--- src/rtl/sensor_uart_reporter_pkg.sv ---
// sensor_uart_reporter_pkg: shared ASCII constants, frame lengths, FSM encoding and helpers
package sensor_uart_reporter_pkg;

    typedef enum logic [1:0] {IDLE, LOAD, CONV, SEND} stateT;

    localparam int BIN_WIDTH = 9;
    localparam int DIST_LEN  = 9;
    localparam int DHT_LEN   = 13;

    localparam logic [7:0] SAT_LIMIT = 8'd99;

    localparam logic [7:0] ASCII_ZERO = 8'h30;
    localparam logic [7:0] ASCII_DASH = 8'h2D;
    localparam logic [7:0] ASCII_CR   = 8'h0D;
    localparam logic [7:0] ASCII_LF   = 8'h0A;
    localparam logic [7:0] ASCII_D    = 8'h44;
    localparam logic [7:0] ASCII_T    = 8'h54;
    localparam logic [7:0] ASCII_H    = 8'h48;
    localparam logic [7:0] ASCII_C    = 8'h43;
    localparam logic [7:0] ASCII_PCT  = 8'h25;
    localparam logic [7:0] ASCII_EQ   = 8'h3D;
    localparam logic [7:0] ASCII_LC_C = 8'h63;
    localparam logic [7:0] ASCII_LC_M = 8'h6D;
    localparam logic [7:0] ASCII_SP   = 8'h20;

    function automatic logic [7:0] sat99(input logic [7:0] v);
        return (v > SAT_LIMIT) ? SAT_LIMIT : v;
    endfunction

    function automatic logic [7:0] digitChar(input logic [3:0] d);
        return ASCII_ZERO + {4'h0, d};
    endfunction

endpackage

--- src/rtl/sensor_uart_reporter_bcd_conv.sv ---
// bcd_conv: sequential double-dabble, one input bit per cycle, 9-bit binary to three BCD digits
module bcd_conv
    import sensor_uart_reporter_pkg::*;
(
    input  logic                 iClk,
    input  logic                 iRst,
    input  logic                 iStart,
    input  logic [BIN_WIDTH-1:0] iBin,
    output logic                 oDone,
    output logic [11:0]          oBcd
);

    logic [BIN_WIDTH-1:0] binReg;
    logic [3:0]           cnt;
    logic [11:0]          adj;

    // Add-3 correction on every digit that would overflow past 9 when doubled
    always_comb begin
        adj[3:0]   = (oBcd[3:0]   >= 4'd5) ? oBcd[3:0]   + 4'd3 : oBcd[3:0];
        adj[7:4]   = (oBcd[7:4]   >= 4'd5) ? oBcd[7:4]   + 4'd3 : oBcd[7:4];
        adj[11:8]  = (oBcd[11:8]  >= 4'd5) ? oBcd[11:8]  + 4'd3 : oBcd[11:8];
    end

    // oDone marks the cycle whose clock edge completes the final shift
    assign oDone = (cnt == 4'd1);

    // Load on start, then shift one binary bit into the BCD register per cycle
    always_ff @(posedge iClk) begin
        if (iRst) begin
            binReg <= '0;
            oBcd   <= '0;
            cnt    <= '0;
        end else if (iStart) begin
            binReg <= iBin;
            oBcd   <= '0;
            cnt    <= 4'(BIN_WIDTH);
        end else if (cnt != 4'd0) begin
            {oBcd, binReg} <= {adj, binReg} << 1;
            cnt            <= cnt - 4'd1;
        end
    end

endmodule

--- src/rtl/sensor_uart_reporter.sv ---
// sensor_uart_reporter: formats distance / DHT readings into ASCII frames for the UART TX FIFO
// Optional periodic auto-report: define SENSOR_REPORT_PERIODIC_EN
module sensor_uart_reporter
    import sensor_uart_reporter_pkg::*;
#(
    parameter int CLK_HZ           = 100_000_000,
    parameter int REPORT_PERIOD_MS = 1000
) (
    input  logic       iClk,
    input  logic       iRst,
    input  logic       iReq_Dist,
    input  logic       iReq_DHT,
    input  logic [8:0] iDist,
    input  logic [7:0] iTemp,
    input  logic [7:0] iHumid,
    input  logic       iDHT_Valid,
    input  logic       iTx_Full,
    output logic       oTx_Push,
    output logic [7:0] oTx_Data,
    output logic       oBusy
);

    if (CLK_HZ / 1000 * REPORT_PERIOD_MS < 1) begin : gBadPeriod
        $error("report period must span at least one clock cycle");
    end

    stateT                state, stateNext;
    logic                 pendDist, pendDht, owedDht;
    logic                 isDht, phase;
    logic [3:0]           idx;
    logic [7:0]           tempBcd, humidSnap;
    logic                 validSnap;
    logic                 tick, reqDist, reqDht, anyDist, anyDht, pickDht;
    logic                 clrDist, clrDht, lastByte, convDone;
    logic [BIN_WIDTH-1:0] convIn;
    logic [11:0]          convBcd;
    logic [7:0]           frameByte, t1, t0, h1, h0;

`ifdef SENSOR_REPORT_PERIODIC_EN
    localparam int PERIOD = CLK_HZ / 1000 * REPORT_PERIOD_MS;
    logic [31:0] timer;

    assign tick = (timer == 32'(PERIOD - 1));

    // Free-running report timer, unaffected by frame activity
    always_ff @(posedge iClk) begin
        if (iRst) timer <= '0;
        else      timer <= tick ? '0 : timer + 32'd1;
    end
`else
    assign tick = 1'b0;
`endif

    assign reqDist  = iReq_Dist | tick;
    assign reqDht   = iReq_DHT | tick;
    assign anyDist  = pendDist | reqDist;
    assign anyDht   = pendDht | reqDht;
    // A DHT request already pending when a distance frame started goes before a newer distance request
    assign pickDht  = anyDht && (owedDht || !anyDist);
    assign clrDist  = (state == IDLE) && anyDist && !pickDht;
    assign clrDht   = (state == IDLE) && pickDht;
    assign lastByte = idx == (isDht ? 4'(DHT_LEN - 1) : 4'(DIST_LEN - 1));
    assign convIn   = !isDht ? iDist : {1'b0, phase ? humidSnap : sat99(iTemp)};
    assign oTx_Push = (state == SEND) && !iTx_Full;
    assign oTx_Data = oTx_Push ? frameByte : 8'h00;
    assign oBusy    = (state != IDLE);

    bcd_conv uConv (
        .iClk  (iClk),
        .iRst  (iRst),
        .iStart(state == LOAD),
        .iBin  (convIn),
        .oDone (convDone),
        .oBcd  (convBcd)
    );

    // State register
    always_ff @(posedge iClk) begin
        if (iRst) state <= IDLE;
        else      state <= stateNext;
    end

    // Next-state logic; DHT frames convert temperature then humidity
    always_comb begin
        stateNext = state;
        case (state)
            IDLE:    stateNext = (anyDist || anyDht) ? LOAD : IDLE;
            LOAD:    stateNext = CONV;
            CONV:    stateNext = !convDone ? CONV : (isDht && !phase) ? LOAD : SEND;
            SEND:    stateNext = (oTx_Push && lastByte) ? IDLE : SEND;
            default: stateNext = IDLE;
        endcase
    end

    // Pending flags, frame selection, input snapshots and byte index
    always_ff @(posedge iClk) begin
        if (iRst) begin
            pendDist  <= 1'b0;
            pendDht   <= 1'b0;
            owedDht   <= 1'b0;
            isDht     <= 1'b0;
            phase     <= 1'b0;
            idx       <= '0;
            tempBcd   <= '0;
            humidSnap <= '0;
            validSnap <= 1'b0;
        end else begin
            pendDist <= anyDist && !clrDist;
            pendDht  <= anyDht && !clrDht;
            if (clrDist)     owedDht <= anyDht;
            else if (clrDht) owedDht <= 1'b0;
            if (state == IDLE) begin
                isDht <= pickDht;
                phase <= 1'b0;
            end
            if (state == CONV && convDone && isDht && !phase) phase <= 1'b1;
            if (state == LOAD && !phase) begin
                humidSnap <= sat99(iHumid);
                validSnap <= iDHT_Valid;
            end
            if (state == LOAD && phase) tempBcd <= convBcd[7:0];
            idx <= (state != SEND) ? '0 : oTx_Push ? idx + 4'd1 : idx;
        end
    end

    assign t1 = validSnap ? digitChar(tempBcd[7:4]) : ASCII_DASH;
    assign t0 = validSnap ? digitChar(tempBcd[3:0]) : ASCII_DASH;
    assign h1 = validSnap ? digitChar(convBcd[7:4]) : ASCII_DASH;
    assign h0 = validSnap ? digitChar(convBcd[3:0]) : ASCII_DASH;

    // Byte selection for the frame currently being sent
    always_comb begin
        frameByte = 8'h00;
        if (!isDht) begin
            case (idx)
                4'd0:    frameByte = ASCII_D;
                4'd1:    frameByte = ASCII_EQ;
                4'd2:    frameByte = digitChar(convBcd[11:8]);
                4'd3:    frameByte = digitChar(convBcd[7:4]);
                4'd4:    frameByte = digitChar(convBcd[3:0]);
                4'd5:    frameByte = ASCII_LC_C;
                4'd6:    frameByte = ASCII_LC_M;
                4'd7:    frameByte = ASCII_CR;
                4'd8:    frameByte = ASCII_LF;
                default: frameByte = 8'h00;
            endcase
        end else begin
            case (idx)
                4'd0:    frameByte = ASCII_T;
                4'd1:    frameByte = ASCII_EQ;
                4'd2:    frameByte = t1;
                4'd3:    frameByte = t0;
                4'd4:    frameByte = ASCII_C;
                4'd5:    frameByte = ASCII_SP;
                4'd6:    frameByte = ASCII_H;
                4'd7:    frameByte = ASCII_EQ;
                4'd8:    frameByte = h1;
                4'd9:    frameByte = h0;
                4'd10:   frameByte = ASCII_PCT;
                4'd11:   frameByte = ASCII_CR;
                4'd12:   frameByte = ASCII_LF;
                default: frameByte = 8'h00;
            endcase
        end
    end

endmodule

--- config.mk ---
export PLATFORM = sky130hd
export DESIGN_NAME = sensor_uart_reporter
export DESIGN_NICKNAME = d
export VERILOG_FILES = /design/src/rtl/sensor_uart_reporter_pkg.sv /design/src/rtl/sensor_uart_reporter_bcd_conv.sv /design/src/rtl/sensor_uart_reporter.sv
export SDC_FILE = /design/constraint.sdc
export NUM_CORES = 1
export LEC_CHECK = 0
export ABC_CLOCK_PERIOD_IN_PS = 2930
export BUFFER_PORTS_ARGS = -buffer_cell sky130_fd_sc_hd__buf_2
export CAP_MARGIN = 10
export CORE_MARGIN = 2
export CORE_UTILIZATION = 45
export DETAILED_ROUTE_END_ITERATION = 8
export GPL_ROUTABILITY_DRIVEN = 0
export HOLD_SLACK_MARGIN = 0.05
export SETUP_SLACK_MARGIN = 0.1
export SLEW_MARGIN = 30
export SYNTH_ARGS = -nofsm -noshare
export SYNTH_HDL_FRONTEND = slang
export SYNTH_SLANG_ARGS = --single-unit
--- constraint.sdc ---
create_clock -name iClk -period 2.93 [get_ports iClk]
set_input_delay 0.293 -clock iClk [delete_from_list [all_inputs] [get_ports iClk]]
set_output_delay 0.293 -clock iClk [all_outputs]
set_load 0.03 [all_outputs]
==> impl_metrics.py <==
metrics = {
    "status": {
        "outcome": "finished clean",
    },
    "synth": {
        "synthFlopType": "dfxtp_1",
        "synthArstFlopShare_pct": 0,
        "synth-edff-count": 0,
        "synth.top_cell.area_share_pct": 32.07,
        "ys_seq_area_share_pct": 32.07,
        "netlist_area_um2": 3308,
        "syn_inst": 447,
        "synthesis.nets": 493,
        "synth_area_leaders": "dfxtp_1 (32%), a21oi_1 (6.8%), nand2_1 (5.9%)",
        "synth_cell_types": 53,
        "yosys.area.top_type": "dfxtp_1",
        "synth_area_per_cell_um2": 7.401,
        "yosys_warnings": 0,
        "ys_seq_elements": 53,
    },
    "global_routing": {
        "antenna_found_initial": 0,
        "grt_pass1_vias": 2946,
        "track_usage_pct": 21.57,
        "grt_overflow": 0,
        "grt_max_degree": 40,
        "grt_pass1_wl_mm": 14.54,
    },
    "die": {
        "start_util_pct": 46.10,
        "dieHeight_um": 89.74,
        "rows": 31,
        "io_pins": 41,
        "die_width_um": 89.74,
        "core_um2": 7176,
        "die_area_um2": 8053,
    },
    "pwr": {
        "p_per_area_nw_per_um2": 579.4,
        "vdd_drop_max_mv": 0.4551,
        "p_leak_nw": 1.393,
    },
    "layout": {
        "fill_cells": 730,
        "multi_input_area_um2": 2017,
        "regArea_um2": 1064,
        "diodes": 0,
        "area_growth_pct": 10.29,
        "nets": 510,
        "fin_util_pct": 50.85,
        "drive_gt1_share_pct": 14.19,
        "final_common_cell": "nand2_1",
        "mostFrequentLayoutCells": "nand2_1 (52), dfxtp_1 (51), nor2_1 (48)",
    },
    "critical_path": {
        "path_class": "reg2out",
        "worst-path-max-fanout": 17,
        "critPathArrivalTime_ns": 2.41,
        "start_kind": "flop",
        "cp-end-kind": "output pin",
        "cp.required_ns": 2.64,
    },
    "route": {
        "vias": 3203,
        "firstDrtPassIters": 5,
        "vias_per_cell": 5.679,
        "drt_iter0_drc": 211,
        "ant_nets": 0,
        "detail_route.wl_per_cell_um": 15.16,
        "postRouteWirelength_mm": 8.553,
        "drc": 0,
    },
    "placed_design": {
        "pre_cts_slack_ns": 0.4772,
        "dpl.hpwl_mm": 5.949,
        "numPortBuffers": 39,
    },
    "clock_tree": {
        "clock_latency_ns": 0.32,
        "cts.clk_slew.worst_paths_ns": 0.11,
        "cts_tree": "done",
        "root_buffer": "clkbuf_8",
        "cts.sink_count": 53,
        "cts_buffer_depth": 2,
        "cts-htree-levels": 2,
        "numCtsBuffers": 5,
    },
    "timing": {
        "worstMarginPinSlew_ns": 0.7730,
        "rsz0062_at_grt": "yes",
        "setup-tns-final_ns": 0,
        "setup_violations": 0,
        "finalCritPeriodShare_pct": 92.19,
        "fin_ws_ns": 0.2289,
        "slew_headroom_pct": 48.40,
        "hold_viol": 0,
        "fmax_mhz": 370.2,
        "finalCriticalPeriod_ns": 2.701,
        "skew_ns": 0.01182,
        "final_max_slew_viol_count": 0,
    },
    "min_path": {
        "min_path_type": "in2reg",
    },
    "job": {
        "cap_violations": 0,
    },
}
==> layer usage <==
layer | part of all wire, % | vias up | track usage, %
met5 | 0 | - | 0
met4 | 1.1 | 0 | 5.128
met3 | 5.4 | 7 | 3.688
met2 | 44 | 92 | 34.34
met1 | 49 | 1484 | 30.62
li1 | - | 1620 | -
==> flip-flops by register name, summed over array words and instances, names as in the netlist <==
register	flops
pendDist	1
uConv.oBcd	12
pendDht	1
isDht	1
tempBcd	8
validSnap	1
uConv.cnt	4
phase	1
state	2
humidSnap	8
uConv.binReg	9
owedDht	1
idx	4
==> worst max-delay path, cell delays in order, from the launching register on <==
cell and delay [ns]:
dfxtp_1 0.73, nor4_1 0.13, a221oi_1 0.34, o311ai_1 0.19, or3_1 0.39, o41ai_1 0.06
buf_2 0.25
==> cells by family after synthesis <==
group	count (synthesis)	synth area share, %
xor+xnor	11	2.912
other cells	1	0.1134
simple gates	177	24.55
compound gates	126	24.58
buf+inv	56	7.678
mux	8	2.421
fa+ha+maj	15	5.673
flops	53	32.07
==> report_power, final <==
part	internal (mW)	switching (mW)	leakage, nW
clock network	0.257	0.258	0.0585
logic	0.239	0.455	0.902
registers	0.816	0.0891	0.433
==> through the flow <==
stage	hold WS, ns	instance area [um2]	power, mW	instances
2_1_floorplan	0.4083	3308	1.427	447
4_1_cts	0.2143	3622	2.134	564
6_report	0.2264	3649	2.114	564
5_1_grt	0.2108	3649	2.272	564
3_5_place_dp	0.4513	3510	1.617	556
3_3_place_gp	0.4446	3510	1.615	556
==> cells in the mapped netlist, drive strengths merged (2+ instances only) <==
cell	number
o21ai	18
o221ai	2
nand3	13
or3	5
nor2	49
and2	3
nor2b	4
dfxtp	53
or2	2
o311ai	2
xnor2	6
mux2i	8
a21oi	45
nor3	25
a211oi	14
o221a	2
a2111oi	3
and3	4
nand2b	10
buf	22
inv	18
a311oi	5
ha	15
a31oi	12
a221oi	4
nand2	53
a22o	5
nor4	5
clkbuf	15
nand4	2
xor2	5
o22ai	4
==> repair_timing <==
item                                    in CTS  in global routing
setup buffers                                0                  0
endpoints found under the setup margin       0                  5
hold buffers                                 0                  0
resized for setup                            0                  6
==> path summary, 6_finish.rpt <==
path / cells after the start / slack (ns) / end / startpoint
setup / recovery: 6 / 0.23 / oTx_Data[6] / idx[3]$_SDFFE_PP0P_
hold / removal: 3 / 0.23 / validSnap$_SDFFE_PP0P_ / iDHT_Valid
setup reg to reg: 5 / 1.00 / uConv.binReg[6]$_SDFFE_PP0P_ / isDht$_SDFFE_PP0P_
hold reg to reg: 2 / 0.47 / humidSnap[2]$_SDFFE_PP0P_ / humidSnap[2]$_SDFFE_PP0P_
==> final cells by class <==
cell class | count | share of cell area (%)
inverter | 19 | 2.092
sequential | 53 | 29.15
clock inverter | 3 | 1.200
clock buffer | 5 | 1.886
tap | 99 | 3.395
multi-input combinational | 338 | 55.28
timing repair buffer | 47 | 6.996
Note: power is estimated with default switching activity, not from simulation.
